File: config.mk
export PLATFORM = sky130hd
export DESIGN_NAME = spi_readback_tx
export DESIGN_NICKNAME = d
export VERILOG_FILES = /design/src/rtl/dmx_pkg.sv /design/src/rtl/sync_edge.sv /design/src/rtl/spi_readback_tx.sv
export SDC_FILE = /design/constraint.sdc
export NUM_CORES = 1
export LEC_CHECK = 0
export ABC_CLOCK_PERIOD_IN_PS = 5100
export CAP_MARGIN = 20
export CORE_AREA = 2 2 73 75
export CTS_BUF_LIST = sky130_fd_sc_hd__clkbuf_8
export DETAILED_ROUTE_END_ITERATION = 8
export DIE_AREA = 0 0 75 77
export PLACE_DENSITY = 0.85
export SYNTH_ARGS = -nofsm -noshare
export SYNTH_HDL_FRONTEND = slang
export SYNTH_SLANG_ARGS = --single-unit
export TNS_END_PERCENT = 100
File: constraint.sdc
create_clock -name sysclk -period 5.1 [get_ports sysclk]
set_input_delay 1.02 -clock sysclk [delete_from_list [all_inputs] [get_ports sysclk]]
set_output_delay 1.02 -clock sysclk [all_outputs]
set_load 0.005 [all_outputs]
File: src/rtl/dmx_pkg.sv
// Shared DMX definitions: universe size and the readback transmitter state encoding.
package dmx_pkg;

    typedef enum logic [1:0] {
        IDLE     = 2'd0,
        PREFETCH = 2'd1,
        SHIFT    = 2'd2,
        DONE     = 2'd3
    } spi_tx_state_t;

    localparam int DMX_UNIVERSE_BYTES = 512;

endpackage

File: src/rtl/sync_edge.sv
// Multi-flop synchronizer for an asynchronous level, with one-cycle rise/fall pulses
// taken from the last two stages of the chain.
module sync_edge #(
    parameter int SYNC_STAGES = 2
) (
    input  logic sysclk,
    input  logic reset,
    input  logic d,
    output logic rise,
    output logic fall
);

    // sync[0] is the newest sample, sync[SYNC_STAGES-1] the oldest
    logic [SYNC_STAGES-1:0] sync;

    always_ff @(posedge sysclk or posedge reset) begin
        if (reset) begin
            sync <= '0;
        end else begin
            sync <= {sync[SYNC_STAGES-2:0], d};
        end
    end

    assign rise = sync[SYNC_STAGES-2] & ~sync[SYNC_STAGES-1];
    assign fall = ~sync[SYNC_STAGES-2] & sync[SYNC_STAGES-1];

endmodule

File: src/rtl/spi_readback_tx.sv
// SPI mode-0 slave transmitter streaming channel-buffer bytes (MSB first) to the MCU.
// state    | meaning
// IDLE     | waiting for load rise; sdo held low
// PREFETCH | byte 0 read in flight, captured into the shift register
// SHIFT    | shifting on sck falls; next byte prefetched into hold
// DONE     | one-cycle xfer_done pulse, then back to IDLE
module spi_readback_tx
    import dmx_pkg::*;
#(
    parameter int NUM_BYTES   = DMX_UNIVERSE_BYTES,
    parameter int AW          = 9,
    parameter int SYNC_STAGES = 2
) (
    input  logic          sysclk,
    input  logic          reset,
    input  logic          sck,
    input  logic          load,
    output logic          sdo,
    output logic          rd_en,
    output logic [AW-1:0] rd_addr,
    input  logic [7:0]    rd_data,
    output logic          busy,
    output logic          xfer_done,
    output logic [AW:0]   bytes_sent
);

    localparam logic [AW-1:0] ADDR_LAST = AW'(NUM_BYTES - 1);
    localparam logic [AW-1:0] ADDR_ONE  = AW'(1);
    localparam logic [AW:0]   COUNT_ONE = (AW+1)'(1);

    spi_tx_state_t state, state_n;
    logic [7:0]    shreg, shreg_n;
    logic [7:0]    hold, hold_n;
    logic [2:0]    bitcnt, bitcnt_n;
    logic          rd_en_n;
    logic [AW-1:0] rd_addr_n, addr_inc;
    logic [AW:0]   bytes_sent_n, count_inc;
    logic          rd_en_d;
    logic          load_pend, load_pend_n;
    logic          sck_fall, sck_rise_unused;
    logic          load_rise, load_fall;

    sync_edge #(.SYNC_STAGES(SYNC_STAGES)) u_sync_sck (
        .sysclk (sysclk),
        .reset  (reset),
        .d      (sck),
        .rise   (sck_rise_unused),
        .fall   (sck_fall)
    );

    sync_edge #(.SYNC_STAGES(SYNC_STAGES)) u_sync_load (
        .sysclk (sysclk),
        .reset  (reset),
        .d      (load),
        .rise   (load_rise),
        .fall   (load_fall)
    );

    assign addr_inc  = (rd_addr == ADDR_LAST) ? '0 : rd_addr + ADDR_ONE;
    assign count_inc = (bytes_sent == '1) ? bytes_sent : bytes_sent + COUNT_ONE;

    always_comb begin
        state_n      = state;
        shreg_n      = shreg;
        hold_n       = hold;
        bitcnt_n     = bitcnt;
        rd_en_n      = 1'b0;
        rd_addr_n    = rd_addr;
        bytes_sent_n = bytes_sent;
        load_pend_n  = 1'b0;

        // rd_data is valid the cycle after a strobe; only SHIFT owns the hold register
        if (state == SHIFT && rd_en_d) begin
            hold_n = rd_data;
        end

        case (state)
            IDLE: begin
                if (load_rise || load_pend) begin
                    rd_en_n      = 1'b1;
                    rd_addr_n    = '0;
                    bytes_sent_n = '0;
                    state_n      = PREFETCH;
                end
            end
            PREFETCH: begin
                if (load_fall) begin
                    state_n = DONE;
                end else if (rd_en_d) begin
                    shreg_n   = rd_data;
                    rd_en_n   = 1'b1;
                    rd_addr_n = addr_inc;
                    bitcnt_n  = 3'd0;
                    state_n   = SHIFT;
                end
            end
            SHIFT: begin
                // load fall beats a coincident sck fall: the partial byte is dropped
                if (load_fall) begin
                    state_n = DONE;
                end else if (sck_fall) begin
                    if (bitcnt == 3'd7) begin
                        shreg_n      = hold;
                        bitcnt_n     = 3'd0;
                        bytes_sent_n = count_inc;
                        rd_addr_n    = addr_inc;
                        rd_en_n      = 1'b1;
                    end else begin
                        shreg_n  = {shreg[6:0], 1'b0};
                        bitcnt_n = bitcnt + 3'd1;
                    end
                end
            end
            DONE: begin
                load_pend_n = load_rise;
                state_n     = IDLE;
            end
            default: begin
                state_n = IDLE;
            end
        endcase
    end

    always_ff @(posedge sysclk or posedge reset) begin
        if (reset) begin
            state      <= IDLE;
            shreg      <= '0;
            hold       <= '0;
            bitcnt     <= '0;
            rd_en      <= 1'b0;
            rd_addr    <= '0;
            bytes_sent <= '0;
            rd_en_d    <= 1'b0;
            load_pend  <= 1'b0;
        end else begin
            state      <= state_n;
            shreg      <= shreg_n;
            hold       <= hold_n;
            bitcnt     <= bitcnt_n;
            rd_en      <= rd_en_n;
            rd_addr    <= rd_addr_n;
            bytes_sent <= bytes_sent_n;
            rd_en_d    <= rd_en;
            load_pend  <= load_pend_n;
        end
    end

    assign sdo       = (state == SHIFT) & shreg[7];
    assign busy      = (state == PREFETCH) || (state == SHIFT);
    assign xfer_done = (state == DONE);

endmodule

# Word level (Yosys, flattened, before mapping)
# Index checks and enable logic that the tools add are counted.
# classes
muxes	39
add_sub_neg	3
bitwise	7
reduce_logical	11
n_eq_ne	15
# op_table
cell	n
$mux W9	7
$mux W10	5
$mux W8	5
$pmux W9 S3	1
$pmux W10 S2	1
$ne A2 B2 Y1 const B	8
$pmux W8 S2	1
$mux W3	5
$add A10 B1 Y10 const B	1
$eq A10 B10 Y1 const B	1
$add A9 B1 Y9 const B	1
$eq A9 B9 Y1 const B	1
$mux W2	4
$pmux W2 S4	1
$mux W1	7
$reduce_and A7 Y1	1
$pmux W3 S2	1
$reduce_and A6 Y1	1
$reduce_and A5 Y1	1
$and A1 B1 Y1	4
$eq A2 B2 Y1 const B	2
$reduce_bool A2 Y1	2
$add A3 B1 Y3 const B	1
$eq A3 B3 Y1 const B	1
9 further kinds	12
# word_totals
in_bits	12
regBits	47

# Logic depth before layout (Yosys ltp)
# Gate-level depths: netlist (run 1).
# depth
ltp_word	6
depth_mapped	9
mapped_depth_nobuf	8

# Modules after synthesis
# Synthesis (run 1) repeated with hierarchy kept, for this count alone.
# hier_totals
cells_unflattened	247
hier_area_um2	2489.9
# by_module_without_submodules
mod	instances	area_per_inst_um2	cells_per_inst
spi_readback_tx	1	2352.3	237
sync_edge	2	68.8	5

# Least setup slack after synthesis (run 1)
# OpenSTA, ideal clock, no wires.
# synth_path
path_kind	register to output
startpoint	register state[0]
endpoint	output port sdo
t_required_ns	4.080
slack_ns	2.639
n_path_buf	3
arrival_ns	1.441
path_stages_with_launch	7
path_cell_list	dfrtp_1 -> inv_1 -> ha_1 -> buf_6 -> clkbuf_1 -> clkbuf_1 -> and2_1
# synth_via
elab_chain_len	2
# synth_rtl
item	line_no	source
start: declaration	spi_readback_tx.sv:31	spi_tx_state_t state, state_n;
start signal: assignment	spi_readback_tx.sv:136	state <= state_n;
$eq A2 B2 Y1	spi_readback_tx.sv:148	assign sdo = (state == SHIFT) & shreg[7];
$and A1 B1 Y1	spi_readback_tx.sv:148	
end: declaration	spi_readback_tx.sv:18	output logic sdo,
# No other way between the ends.

# Worst setup path after layout (run 1)
# Same ends and word-level chain as after synthesis.

==> key figures, run 1 <==
Logic synthesis
  – Top-area cell type share of the netlist area: 48.5%
  – Cell taking the most area after synthesis: dfrtp_1
  – Syn Area/Cell: 10.3 sq um
  – Ranking of synthesized cells by area: dfrtp_1, o21ai_0, ha_1
  – Most frequent cell after synthesis: dfrtp_1
  – Synthesized flop and latch total: 47
  – Ys async rst share: 100%
  – Mapped Cells: 235
  – Ys Warns: 0
  – Sequential area share after synthesis: 48.5%
  – Top FF cell, synth: dfrtp_1
  – Syn Nets: 258
  – Post-synth EDFFs: 0
  – Number of distinct library cells after synthesis: 42
  – Post-synthesis cell area: 2420 sq um
  – Post-synth top cells: dfrtp_1, o21ai_0, nand2_1

Min path
  – Worst Hold Depth: 0
  – Hold Crit Class: flip-flop to flip-flop
  – HP Start: u_sync_load.sync[0]$_DFF_PP0_
  – Worst Hold End: u_sync_load.sync[1]$_DFF_PP0_

STA
  – FMAX: 331 MHz
  – Minimum clock period: 3.02 ns
  – Final setup viols: 0
  – Slew margin rel.: 53.9%
  – Final-report hold violation count: 0
  – Final slew viol count: 0
  – Clock skew: 0.0103 ns
  – Tightest Pin Transition: 0.689 ns
  – RSZ-0062 raised after global routing: false
  – Crit share post-route: 59.3%
  – Post-route setup TNS: 0 ns

Detailed routing
  – Via count: 1,840
  – Antenna viol nets, final: 0
  – Wire per inst: 13.3 um
  – Final Routed Wirelength: 4510 um
  – DR vias/cell: 5.41
  – # DRC: 0
  – Initial DRC Count: 145
  – Pre-antenna DRT Iters: 4

Place
  – Global placer's final weighted congestion: 0.862
  – DP HPWL: 3090 um
  – I/O Buffers: 34

Setup path
  – WP data required: 4.08 ns
  – CP Class: flip-flop to output pin
  – CP max stage delay: 0.49 ns
  – Type of origin of the critical path: flip-flop
  – Reg2reg end: rd_addr[2]$_DFFE_PP0P_
  – R2r startpoint: bitcnt[0]$_DFFE_PP0P_
  – Flop2flop setup slack: 2.60 ns
  – Crit path cell chain: inv_1, ha_1, buf_4, and2_1, clkdlybuf4s50_1
  – Worst path arrival time: 2.00 ns
  – CP max FO: 36
  – Crit end category: output pin
  – Crit path max-delay cell type: clkdlybuf4s50_1
  – R2R depth: 7

Floorplanning
  – Row count: 26
  – IO Pins: 35
  – Initial Utilization: 48.7%
  – Die width: 75 um
  – Die area: 5780 sq um
  – Core ar.: 4980 sq um
  – Die Ht: 77 um

Layout
  – # diodes: 0
  – Nets: 292
  – Layout cells sized above 1: 8.52%
  – Area delta synth->final: 20.1%
  – Core Util, Final: 58.5%
  – Filler instances: 429

Pwr
  – Worst vdd ir: 0.000280 V
  – Leakage: 1.28 nW
  – Power Dens Cells: 477 nW/um^2

GRT
  – Largest net degree at the start of global routing: 48
  – First-pass GRT wire length: 7960 um
  – Initial antenna violation count: 0
  – GRT Total Usage: 17.5%
  – Vias in the first global route: 1,812
  – GRT Residual Overflow: 0

Clocking
  – Root Buffer: clkbuf_8
  – H-tree Lvls: 2
  – CTS tree: yes
  – Clk Latency, worst-skew pair: 0.31 ns
  – Post-CTS Setup Inserts: 0
  – Hold_buf cts: 0
  – Clock transition at path regs: 0.08 ns
  – Clock Sinks: 47
  – Clk buf depth: 2
  – PostCTS Resize Cnt: 0
  – CTS Buf Count: 5

Status
  – Outcome: completed

Flow run
  – Max Cap Viol: 0
==> how the worst max path moves through the flow <==
stage,startpoint,to,slack (ns),cells after the start
final,state[0]$_DFFE_PP0P_,sdo,2.08,5
after CTS,state[0]$_DFFE_PP0P_,sdo,2.07,5
after floorplan,state[0]$_DFFE_PP0P_,sdo,2.64,6
after detailed placement,state[0]$_DFFE_PP0P_,sdo,2.41,5
after global placement,state[0]$_DFFE_PP0P_,sdo,2.44,5
after global routing,state[0]$_DFFE_PP0P_,sdo,1.96,5
==> cell usage in the layout, fill, tap and decap left out, drive strengths merged, types with 2 or more instances in the layout <==
cell	instances
o21ai	37
clkdlybuf4s50	34
nand3	10
clkbuf	5
a22o	5
nand2	28
and2	7
mux2i	8
mux2	9
inv	7
nand2b	4
o31ai	4
buf	2
a21oi	4
nor2b	14
nor3b	2
dfrtp	47
ha	11
and3	11
==> worst max-delay path, delay by kind of cell (launching register included) <==
family	cells	cell delay, ns
simple gates	1	0.18
flops	1	0.41
buf+inv	3	0.95
fa+ha+maj	1	0.16
==> power by group <==
part | switching [mW] | internal (mW) | total, mW
Combinational | 0.328 | 0.287 | 0.615
Sequential | 0.0735 | 0.481 | 0.555
Clock | 0.125 | 0.0939 | 0.219
==> routing by layer <==
layer	global-route usage (%)	wire length [um]	share of wire (%)
met1	22.5	2050	45
met2	27.8	2240	50
met3	4.60	145	3.2
met4	6.79	74	1.6
met5	0	0	0
==> state kept, by name (all words and copies together) (netlist names) <==
register          flops
u_sync_sck.sync       2
load_pend             1
u_sync_load.sync      2
bytes_sent           10
rd_en_d               1
shreg                 8
bitcnt                3
rd_en                 1
state                 2
rd_addr               9
hold                  8
==> cell families (layout without fill, tap and decap cells) <==
family	Yosys count	in the layout	share of synthesized area, %
AOI/OAI and AO/OA	62	62	15.8
adders and majority gates	11	11	5.68
buffers and inverters	15	50	3.15
DFF	47	47	48.5
muxes	17	17	7.48
and+or+nand+nor	83	83	19.3
==> cell type report <==
cell class	count	area, sq um	share of cell area (%)
well taps	70	87.6	3.01
multi-input cells	173	1170	40.3
flip-flops and latches	47	1180	40.4
repair buffers	36	368	12.6
clock buffers	5	68.8	2.36
clock inverters	3	16.3	0.559
inverters	6	22.5	0.774
==> per-stage QoR <==
| step | hold WS (ns) | setup slack (ns) | cells | instance area (sq um) | power (mW) |
|---|---|---|---|---|---|
| after floorplan | 0.354 | 2.64 | 235 | 2420 | 1.02 |
| after global placement | 0.368 | 2.44 | 331 | 2810 | 1.16 |
| after detailed placement | 0.375 | 2.41 | 331 | 2810 | 1.18 |
| after global routing | 0.404 | 1.96 | 340 | 2910 | 1.52 |
| after CTS | 0.394 | 2.07 | 339 | 2890 | 1.41 |
| final | 0.393 | 2.08 | 340 | 2910 | 1.39 |
(Power assumes the default switching activity.)
==> run 2, diff against run 1 <==
--- a/config.mk
+++ b/config.mk
@@ -5,13 +5,13 @@
 export SDC_FILE = /design/constraint.sdc
 export NUM_CORES = 1
 export LEC_CHECK = 0
-export ABC_CLOCK_PERIOD_IN_PS = 5100
+export ABC_CLOCK_PERIOD_IN_PS = 2500
 export CAP_MARGIN = 20
 export CORE_AREA = 2 2 73 75
 export CTS_BUF_LIST = sky130_fd_sc_hd__clkbuf_8
 export DETAILED_ROUTE_END_ITERATION = 8
 export DIE_AREA = 0 0 75 77
-export PLACE_DENSITY = 0.85
+export PLACE_DENSITY = 0.88
 export SYNTH_ARGS = -nofsm -noshare
 export SYNTH_HDL_FRONTEND = slang
 export SYNTH_SLANG_ARGS = --single-unit
==> constraint.sdc (replaced) <==
create_clock -name sysclk -period 2.5 [get_ports sysclk]
set_input_delay 0.5 -clock sysclk [delete_from_list [all_inputs] [get_ports sysclk]]
set_output_delay 0.5 -clock sysclk [all_outputs]
set_load 0.005 [all_outputs]
==> run 2 against run 1 <==
Worst setup slack worse by 1.9 ns. Global-route usage is 0.59 points higher. Clock-buffer cell count stayed put. Final cell count is 1.2% higher. Sequential power is 110% higher. Critical path depth is 1 lower. Critical path type unchanged. Highest routed layer unchanged.
==> key figures, run 2 (same netlist as run 1, synthesis figures left out) <==
Setup path
  – Crit path cell chain: inv_1, ha_1, and2_1, clkdlybuf4s50_1
  – R2r startpoint: state[0]$_DFFE_PP0P_
  – WP data required: 2.00 ns
  – CP Class: flip-flop to output pin
  – Crit. Startpoint: state[0]$_DFFE_PP0P_
  – Flop2flop setup slack: 0.28 ns
  – Crit end category: output pin
  – CP bufs+invs: 2
  – Worst path arrival time: 1.84 ns
  – CP max FO: 7
  – CP max stage delay: 0.50 ns
  – Reg2reg end: bytes_sent[9]$_DFFE_PP0P_
  – Largest delay contributor family on the critical path: buffers and inverters
  – R2R depth: 7
  – Crit path max-delay cell type: clkdlybuf4s50_1
  – Type of origin of the critical path: flip-flop

Clocking
  – Clock transition at path regs: 0.07 ns
  – Clk buf depth: 2
  – Clock Sinks: 47
  – H-tree Lvls: 2
  – Clk Latency, worst-skew pair: 0.30 ns
  – PostCTS Resize Cnt: 0
  – Hold_buf cts: 0
  – CTS tree: yes
  – CTS Buf Count: 5
  – Post-CTS Setup Inserts: 0
  – Root Buffer: clkbuf_8

STA
  – FMAX: 427 MHz
  – Crit share post-route: 93.6%
  – Final slew viol count: 0
  – Post-route setup TNS: 0 ns
  – RSZ-0062 raised after global routing: false
  – Clock skew: 0.00669 ns
  – Tightest Pin Transition: 0.725 ns
  – Minimum clock period: 2.34 ns
  – Slew margin rel.: 51.5%
  – Final setup viols: 0
  – Worst setup margin: 0.161 ns
  – Final-report hold violation count: 0

Layout
  – Max FFs per register: 10
  – Most common cell after layout, fill and taps aside: dfrtp_1
  – # diodes: 0
  – Layout cells sized above 1: 9.49%
  – Most frequent cells in the layout: dfrtp_1, clkdlybuf4s50_1, o21ai_0
  – Filler instances: 428
  – Area delta synth->final: 20.6%
  – Reg area: 1180 sq um
  – Multi-input logic area: 1170 sq um
  – Nets: 296
  – Top flop regs: bytes_sent (10), rd_addr (9)
  – Design area: 2930 sq um
  – Top reg by flops: bytes_sent

GRT
  – Met1 Use GR: 22.9%
  – Vias in the first global route: 1,787
  – Initial antenna violation count: 0
  – Met3 usage: 4.34%
  – GRT Total Usage: 18.1%
  – Grt met2 use: 29.4%
  – GRT Residual Overflow: 0
  – Most Used Layer, Global Route: met2
  – Largest net degree at the start of global routing: 25
  – First-pass GRT wire length: 8110 um

Place
  – I/O Buffers: 34
  – Global placer's final weighted congestion: 0.827
  – Pre-CTS setup slack: 0.324 ns
  – Placed cell areas: 2840 sq um
  – DP HPWL: 3510 um

Detailed routing
  – Via count: 1,857
  – Pre-antenna DRT Iters: 4
  – Initial DRC Count: 159
  – # DRC: 0
  – Antenna viol nets, final: 0
  – Final Routed Wirelength: 4870 um
  – Wire per inst: 14.1 um
  – DR vias/cell: 5.40

Floorplanning
  – Core ar.: 4980 sq um
  – IO Pins: 35
  – Initial Utilization: 48.7%
  – Die area: 5780 sq um
  – Die width: 75 um
  – Die Ht: 77 um
  – Row count: 26

Min path
  – Worst Hold Depth: 0
  – Worst Hold End: u_sync_load.sync[1]$_DFF_PP0_
  – Hold Crit Class: flip-flop to flip-flop
  – HP Start: u_sync_load.sync[0]$_DFF_PP0_

Pwr
  – Leakage: 1.30 nW
  – Worst vdd ir: 0.000583 V
  – Power Dens Cells: 984 nW/um^2

Flow run
  – Max Cap Viol: 0

Status
  – Outcome: completed
[run 2: area by class of cell]
type	instances	area share, %
repair buffers	40	13.2
well taps	70	2.99
inverters	6	0.770
multi-input cells	173	40.1
clock buffers	5	2.35
clock inverters	3	0.428
flip-flops and latches	47	40.2
[run 2: worst max path at each step]
stage / end / slack [ns] / cells past startpoint
floorplan: rd_addr[4]$_DFFE_PP0P_ / 0.55 / 9
global route: sdo / 0.03 / 4
CTS: sdo / 0.15 / 4
global placement: rd_addr[2]$_DFFE_PP0P_ / 0.41 / 8
detailed placement: bytes_sent[9]$_DFFE_PP0P_ / 0.32 / 7
finish: sdo / 0.16 / 4
[run 2: routing by layer]
layer  routed length, um  part of all wire (%)  vias to the layer above
li1                    -                     -                      912
met1                2100                    43                      894
met2                2490                    51                       42
met3                 194                   4.0                        9
met4                  86                   1.8                        0
met5                   0                     0                        -
[run 2: stage by stage]
step                utilization [%]  hold slack (ns)  total power, mW  std cells
finish                         58.8            0.387             2.88        344
global route                   58.8            0.404             3.12        344
CTS                            58.8            0.390             2.91        344
detailed placement             57.1            0.372             2.47        336
global placement               57.1            0.369             2.39        336
floorplan                         -            0.354             2.09        235
[run 2: power by group]
part	total, mW	leakage (nW)	switching, mW	internal [mW]
sequential	1.14	0.605	0.156	0.982
clock	0.426	0.0505	0.237	0.188
combinational	1.31	0.646	0.699	0.614
==> run 3, diff against run 2 <==
==> constraint.sdc (replaced) <==
create_clock -name sysclk -period 2.5 [get_ports sysclk]
set_input_delay 0.5 -clock sysclk [delete_from_list [all_inputs] [get_ports sysclk]]
set_output_delay 0.5 -clock sysclk [all_outputs]
set_load 0.1 [all_outputs]
==> run 3 against run 2 <==
Via count down 1.5%. Combinational power up 42%. Die area unchanged. Routed wire length down 6.1%. Sequential power about the same. First-iteration DRC count down 20%. Worst setup slack worse by 0.013 ns. Maximum frequency down 0.55%. Clock-buffer cell count unchanged. Hold slack better by 0.010 ns. Final cell count unchanged. Critical endpoint unchanged. Largest cell class unchanged.
==> key figures, run 3 (same netlist as run 1, synthesis figures left out) <==
Status
  – Outcome: completed

Clocking
  – Clk buf depth: 2
  – Hold_buf cts: 0
  – CTS tree: yes
  – H-tree Lvls: 2
  – Clk Latency, worst-skew pair: 0.30 ns
  – Clock Sinks: 47
  – CTS Buf Count: 5
  – Post-CTS Setup Inserts: 0
  – Clock transition at path regs: 0.09 ns
  – Root Buffer: clkbuf_8
  – PostCTS Resize Cnt: 0

Detailed routing
  – DR vias/cell: 5.32
  – Final Routed Wirelength: 4570 um
  – Via count: 1,830
  – # DRC: 0
  – Antenna viol nets, final: 0
  – Wire per inst: 13.3 um
  – Initial DRC Count: 127
  – Pre-antenna DRT Iters: 4

Layout
  – Layout cells sized above 1: 19.7%
  – Most common cell after layout, fill and taps aside: dfrtp_1
  – Area delta synth->final: 21.7%
  – Max FFs per register: 10
  – Nets: 296
  – Design area: 2950 sq um
  – Finished Layout Cells: 344
  – Top flop regs: bytes_sent (10), rd_addr (9)
  – Top reg by flops: bytes_sent
  – Most frequent cells in the layout: dfrtp_1, o21ai_0, nand2_1
  – # diodes: 0

GRT
  – Largest net degree at the start of global routing: 28
  – GRT Residual Overflow: 0
  – GRT Total Usage: 17.3%
  – First-pass GRT wire length: 7880 um
  – Vias in the first global route: 1,725
  – Initial antenna violation count: 0

STA
  – RSZ-0062 raised after global routing: false
  – Final setup viols: 0
  – Crit share post-route: 94.1%
  – Post-route setup TNS: 0 ns
  – Slew margin rel.: 54.1%
  – Clock skew: 0.00369 ns
  – Minimum clock period: 2.35 ns
  – Tightest Pin Transition: 0.686 ns
  – FMAX: 425 MHz
  – Worst setup margin: 0.148 ns
  – Final-report hold violation count: 0
  – Final slew viol count: 0

Pwr
  – Leakage: 1.37 nW
  – Total power: 3.65 mW
  – Worst vdd ir: 0.000922 V
  – Power Dens Cells: 1230 nW/um^2

Setup path
  – Crit end category: output pin
  – CP bufs+invs: 3
  – Crit path cell chain: inv_1, ha_1, buf_4, and2_2, buf_12
  – WP data required: 2.00 ns
  – Crit path max-delay cell type: dfrtp_1
  – CP max stage delay: 0.42 ns
  – R2r startpoint: state[0]$_DFFE_PP0P_
  – Flop2flop setup slack: 0.40 ns
  – Type of origin of the critical path: flip-flop
  – Worst path arrival time: 1.85 ns
  – CP max FO: 24
  – R2R depth: 6
  – Crit. Startpoint: state[0]$_DFFE_PP0P_
  – Reg2reg end: bitcnt[0]$_DFFE_PP0P_
  – CP Class: flip-flop to output pin
  – Largest delay contributor family on the critical path: buffers and inverters

Min path
  – HP Start: u_sync_sck.sync[0]$_DFF_PP0_
  – Hold Crit Class: flip-flop to flip-flop
  – Worst Hold Depth: 0
  – Worst Hold End: u_sync_sck.sync[1]$_DFF_PP0_

Floorplanning
  – Die width: 75 um
  – Row count: 26
  – Core ar.: 4980 sq um
  – Initial Utilization: 48.7%
  – Die Ht: 77 um
  – IO Pins: 35
  – Die area: 5780 sq um

Place
  – DP HPWL: 3320 um
  – Placed Cells incl. Taps: 336
  – Pre-CTS setup slack: 0.391 ns
  – Global placer's final weighted congestion: 0.839
  – Placed cell areas: 2820 sq um
  – I/O Buffers: 34

Flow run
  – Max Cap Viol: 0
[run 3: changes by cell type in the layout (fill, tap and decap cells not counted), sizes merged]
cell,delta
clkinv,-1
bufinv,+2
buf,+23
clkinvlp,+1
inv,-2
clkdlybuf4s50,-23
[run 3: metrics by stage]
step / util, % / hold slack (ns)
global route: 59.3 / 0.413
CTS: 59.3 / 0.401
floorplan: - / 0.354
finish: 59.3 / 0.397
detailed placement: 56.6 / 0.380
global placement: 56.6 / 0.369
[run 3: worst register-to-register path, stage by stage (launching register included)]
cell	delay (ns)
dfrtp_1	0.42
inv_1	0.15
ha_1	0.30
a21boi_1	0.31
or3b_1	0.54
nor3b_1	0.11
a21o_1	0.17
[run 3: worst max path at each step]
stage | slack [ns] | endpoint | cells after the start
floorplan | 0.1 | rd_addr[7]$_DFFE_PP0P_ | 7
global placement | 0.46 | rd_addr[6]$_DFFE_PP0P_ | 8
detailed placement | 0.39 | bitcnt[0]$_DFFE_PP0P_ | 6
CTS | 0.14 | sdo | 5
global route | 0.03 | sdo | 5
finish | 0.15 | sdo | 5
[run 3: routing by layer]
layer	part of all wire [%]	vias up	wire length, um	track usage (%)
li1	-	917	-	-
met1	45	876	2050	23.1
met2	49	28	2260	27.6
met3	3.8	9	175	2.89
met4	1.7	0	78	6.61
met5	0	-	0	0
[run 3: final cells by class]
class,instances,area (sq um)
clock buffers,5,68.8
repair buffers,40,353
well taps,70,87.6
multi-input cells,173,1170
fillers,431,2030
clock inverters,3,67.6
flip-flops and latches,47,1180
inverters,6,22.5
[run 3: where the power goes]
part | switching (mW) | internal (mW)
Sequential | 0.147 | 0.984
Combinational | 1.21 | 0.645
Clock | 0.260 | 0.399
